[src/rtl/t_ff_pkg.sv]
// t_ff_pkg: shared helpers for the T flip-flop modulo counter
package t_ff_pkg;

    function automatic bit modulus_ok(int unsigned width, int unsigned modulus);
        return modulus >= 2 && modulus <= (32'd1 << width);
    endfunction

    function automatic int unsigned next_q(int unsigned q, bit up, int unsigned modulus);
        return (q >= modulus) ? 0 :
               up ? ((q == modulus - 1) ? 0 : q + 1) :
               ((q == 0) ? modulus - 1 : q - 1);
    endfunction

endpackage

[src/rtl/t_ff_cell.sv]
// t_ff_cell: T flip-flop with asynchronous active-low reset
module t_ff_cell (
    input  logic t,
    input  logic clk,
    input  logic rst_n,
    output logic q,
    output logic qbar
);
    logic state_q, state_d;

    // toggle when t is high, otherwise hold
    always_comb state_d = state_q ^ t;

    // single bit of count state, cleared asynchronously
    always_ff @(posedge clk or negedge rst_n)
        if (!rst_n) state_q <= 1'b0;
        else        state_q <= state_d;

    assign q    = state_q;
    assign qbar = ~state_q;
endmodule

[src/rtl/t_ff_mod_counter.sv]
// t_ff_mod_counter: modulo-N up/down counter built from T flip-flop cells
module t_ff_mod_counter
    import t_ff_pkg::*;
#(
    parameter int WIDTH   = 4,
    parameter int MODULUS = 10
) (
    input  logic             clk,
    input  logic             rst_n,
    input  logic             en,
    input  logic             up,
    input  logic             load,
    input  logic [WIDTH-1:0] din,
    output logic [WIDTH-1:0] q,
    output logic [WIDTH-1:0] q_bar,
    output logic             tc,
    output logic             wrap
);
    // one extra bit so MODULUS == 2**WIDTH still fits in the compare
    localparam logic [WIDTH:0] MOD  = (WIDTH+1)'(MODULUS);
    localparam logic [WIDTH:0] LAST = MOD - 1'b1;

    if (!modulus_ok(WIDTH, MODULUS)) begin : g_bad_modulus
        $error("t_ff_mod_counter: MODULUS out of range");
    end

    logic [WIDTH:0]   q_ext, din_ext;
    logic [WIDTH-1:0] nxt, t;
    logic             wrap_q, wrap_d;

    assign q_ext   = {1'b0, q};
    assign din_ext = {1'b0, din};

    // next count (load > en > hold); toggle vector is the bits that must change
    always_comb begin
        nxt = load ? ((din_ext >= MOD) ? LAST[WIDTH-1:0] : din) :
              !en ? q :
              (q_ext >= MOD) ? '0 :
              up ? ((q_ext == LAST) ? '0 : WIDTH'(q_ext + 1'b1)) :
              ((q_ext == '0) ? LAST[WIDTH-1:0] : WIDTH'(q_ext - 1'b1));
        t      = q ^ nxt;
        tc     = en & ~load & (up ? (q_ext == LAST) : (q_ext == '0));
        wrap_d = tc;
    end

    for (genvar i = 0; i < WIDTH; i++) begin : g_cell
        t_ff_cell u_cell (
            .t    (t[i]),
            .clk  (clk),
            .rst_n(rst_n),
            .q    (q[i]),
            .qbar (q_bar[i])
        );
    end

    // wrap pulse is tc delayed by one edge
    always_ff @(posedge clk or negedge rst_n)
        if (!rst_n) wrap_q <= 1'b0;
        else        wrap_q <= wrap_d;

    assign wrap = wrap_q;
endmodule

[config.mk]
export PLATFORM = sky130hd
export DESIGN_NAME = t_ff_mod_counter
export DESIGN_NICKNAME = d
export VERILOG_FILES = /design/src/rtl/t_ff_pkg.sv /design/src/rtl/t_ff_cell.sv /design/src/rtl/t_ff_mod_counter.sv
export SDC_FILE = /design/constraint.sdc
export NUM_CORES = 1
export LEC_CHECK = 0
export BUFFER_PORTS_ARGS = -buffer_cell sky130_fd_sc_hd__buf_2
export CORE_AREA = 2 2 39 41
export DETAILED_ROUTE_END_ITERATION = 10
export DIE_AREA = 0 0 41 43
export PLACE_DENSITY_LB_ADDON = 0.2
export SYNTH_ARGS = -nofsm -noshare
export SYNTH_HDL_FRONTEND = slang
export SYNTH_SLANG_ARGS = --single-unit
export TNS_END_PERCENT = 5
[constraint.sdc]
create_clock -name clk -period 1.75 [get_ports clk]
set_input_delay 0.35 -clock clk [delete_from_list [all_inputs] [get_ports clk]]
set_output_delay 0.35 -clock clk [all_outputs]
set_load 0.1 [all_outputs]
==> summary.txt <==
Logic synthesis
  • Top-area cell type share of the netlist area: 0.2427
  • Mapped Area: around 520 um2
  • Largest area contributor in the netlist: dfrtp_1
  • Synth warn: 0
  • Largest cells by area after synthesis: dfrtp_1 24%, buf_4 12%, ha_1 9.7%
  • Synth Area in Simple Gates: 0.1432
  • Synth Register Bits: 5
  • Largest family of logic cells by synthesized area: compound AO/OA/AOI/OAI gates
  • Mean area per synthesized cell: 8.182 um2
  • Register area share after synthesis: 0.2427
  • Post-Synth Adder-Cell Area: 0.09709
  • Mux share of post-synthesis cell area: 0
  • Netlist cell types: 31
  • Post-synthesis compound-gate area fraction: 0.3010
  • Xor/xnor share of the synthesized area: 0.01699
  • Mapped Cells: 63
  • Mapped Nets: 76

Floorplan
  • Number of I/O pins: 19
  • Row count: 14
  • Core box area: 1384 um2
  • Die Wd: 41 um
  • Die height: 43 um
  • Full die area: 1763 um2
  • Initial core utilization: 0.3725

Pwr
  • Pwr dens: about 970 nW/um2
  • Clock share of power: 0.195
  • Flop pwr share: 0.205
  • Int Pwr: ~0.33 mW
  • Net Switching: 0.3599 mW
  • Combinational share of power: 0.599
  • Maximum vdd drop: 0.4347 mV
  • Leakage: 0.3410 nW
  • Switching part of the total: 0.5196
  • Pwr Total: a little under 0.7 mW

Worst setup path
  • CP endpoint kind: output port
  • Critical path class: reg2out
  • CP Max Fanout: 4
  • Crit path DAT: 1.53 ns
  • CP Launch Type: register
  • Worst EP required: 1.40 ns
  • Worst r2r src: g_cell[1].u_cell.q
  • Worst setup startpoint: g_cell[1].u_cell.q

Global routing
  • Total track usage: 0.1584
  • Gr busiest metal: met1
  • Met3 Usage GRT: 0.01571
  • Total grt overflow: 0
  • Largest net degree at the start of global routing: 9
  • First-pass GRT wire length: 1876 um
  • Initial antenna violation count: 0
  • Met2 usage: 0.2188
  • Met1 Use GR: 0.2255
  • Vias in the first global route: 450

Route
  • First-pass detailed-route iteration total: 4
  • DR iter-0 viols: 3
  • Drt wl/cell: 11.48 um
  • Via/cell ratio: 5.168
  • Via count: 522
  • Post-route ant nets: 0
  • WL final: ~1200 um
  • Drc violations: 0

Finish
  • Layout Area Growth over Synthesis: 38.83%
  • Fin nets: 99
  • Number of diodes: 0
  • Layout cells sized above 1: 0.5059
  • Fill cells: around 140
  • Final std cells w/o fill: 101

Hold path
  • Hold path startpoint: din[0]
  • Hold Crit Class: in2reg

Outcome
  • Status: finished, violations left
  • Failing checks: negative setup slack

Clock tree
  • Clock Sinks: 5
  • Worst-Skew Late Latency: 0.24 ns
  • Clock tree buffer depth: 2
  • H-Tree Depth: 1
  • CTS tree: built
  • Clock root cell: clkbuf_4
  • Num CTS Buffers: 3
  • Clk slew on worst S/H paths: approximately 0.04 ns

Placement
  • HPWL Detailed: ~930 um
  • GPL Wtd Cong: about 0.75
  • Port-buffer cells: 18
  • Post-placement cell count: slightly above 90

STA
  • Worst Clk Skew: around 0.0015 ns
  • Worst Hold Margin: 0.3517 ns
  • RSZ-0062 raised after global routing: true
  • Final-report hold violation count: 0
  • Min Tclk post-route: 1.881 ns
  • Relative slew slack: 0.6769
  • Slew Viols, Final: 0
  • Number of setup violations in the final report: 1
  • Setup_tns: -0.1308 ns
  • Final period util: 1.075
  • F_max: between 0.5 and 0.6 GHz
  • Worst Max-Slew Pin Slew: around 0.49 ns
  • Post-route setup slack: -0.1308 ns

Run
  • MaxCap Viol Count: 0
[through the flow]
stage	area, um2	utilization	worst slack, ns
global placement	651.9	0.4711	0.08913
floorplan	558.0	-	-0.1014
finish	715.7	0.5172	-0.1308
CTS	715.7	0.5172	-0.1438
global route	715.7	0.5172	-0.2047
detailed placement	651.9	0.4711	0.09094
[metal layers]
layer | vias to the layer above | part of all wire
li1 | 257 | -
met1 | 242 | 0.46
met2 | 21 | 0.47
met3 | 2 | 0.055
met4 | 0 | 0.016
met5 | - | 0
[timing repair]
| item | in CTS | in global routing |
|---|---|---|
| setup buffers | 3 | 0 |
| hold endpoints to repair | 5 | 0 |
| hold buffers | 1 | 0 |
| setup endpoints to repair | 1 | 1 |
| gates resized for setup | 1 | 0 |
| pin swaps | 3 | 0 |
[worst paths after layout]
path	endpoint	slack, ns	depth (start not counted)
setup / recovery	tc	-0.13	6
hold / removal	g_cell[0].u_cell.q	0.35	2
setup reg to reg	g_cell[2].u_cell.q	0.10	6
hold reg to reg	g_cell[2].u_cell.q	0.69	3
max in group asynchronous	g_cell[1].u_cell.q	1.15	2
min in group asynchronous	g_cell[2].u_cell.q	0.45	2
[critical path, stage by stage, from the launching register on]
cell and delay [ns]:
dfrtp_2 0.41, inv_4 0.09, ha_4 0.13, and3_4 0.17, o211ai_1 0.15, nor2_4 0.15, buf_12 0.18
[state kept, by name, summed over array words and instances, names as in the netlist]
name             cells
wrap                 1
g_cell.u_cell.q      4
[power by group through the flow]
| stage | clock (mW) | combinational [mW] | sequential (mW) |
|---|---|---|---|
| after floorplan | 0 | 0.332 | 0.159 |
| after global placement | 0 | 0.403 | 0.144 |
| after detailed placement | 0 | 0.401 | 0.145 |
| after CTS | 0.142 | 0.418 | 0.143 |
| after global routing | 0.152 | 0.443 | 0.144 |
| final | 0.135 | 0.415 | 0.142 |
[cell usage after synthesis]
cell / number
buf_4: 8
inv_1: 6
o21ai_0: 6
dfrtp_1: 5
nor2_1: 5
ha_1: 4
a21oi_1: 2
nand2_1: 2
nand3_1: 2
nor2b_1: 2
a211oi_1: 1
a211oi_2: 1
a21o_1: 1
a221oi_2: 1
a31oi_1: 1
and3_1: 1
buf_6: 1
clkbuf_2: 1
inv_2: 1
nand2b_1: 1
nor3_1: 1
nor3b_1: 1
o211ai_1: 1
o21a_1: 1
o21ai_2: 1
o22ai_1: 1
o311a_1: 1
o31a_1: 1
o31ai_1: 1
o32a_1: 1
xnor2_1: 1
[cell families (layout without fill, tap and decap cells)]
family / Yosys count / in the layout
flip-flops: 5 / 5
adder cells (fa/ha/maj): 4 / 4
AND/OR/NAND/NOR: 15 / 15
buffers and inverters: 17 / 39
AO/OA/AOI/OAI: 21 / 21
XOR/XNOR: 1 / 1
[cell usage in the layout (no fill, tap or decap), types with 2 or more instances in the layout]
master / n
nand2_1: 2
o21ai_0: 6
a21oi_1: 2
inv_1: 4
nor2_1: 4
nand3_1: 2
ha_1: 2
inv_2: 2
nor2b_1: 2
ha_4: 2
clkbuf_4: 3
buf_4: 9
dfrtp_1: 3
buf_2: 17
dfrtp_2: 2
[area by class of cell]
cell class / instances / area (um2) / area share
clock buffers: 4 / 26.28 / 0.03671
multi-input cells: 41 / 330.3 / 0.4615
well taps: 16 / 20.02 / 0.02797
inverters: 7 / 28.78 / 0.04021
flip-flops and latches: 5 / 127.6 / 0.1783
repair buffers: 28 / 182.7 / 0.2552
No activity file was read; power rests on OpenSTA's default activity.
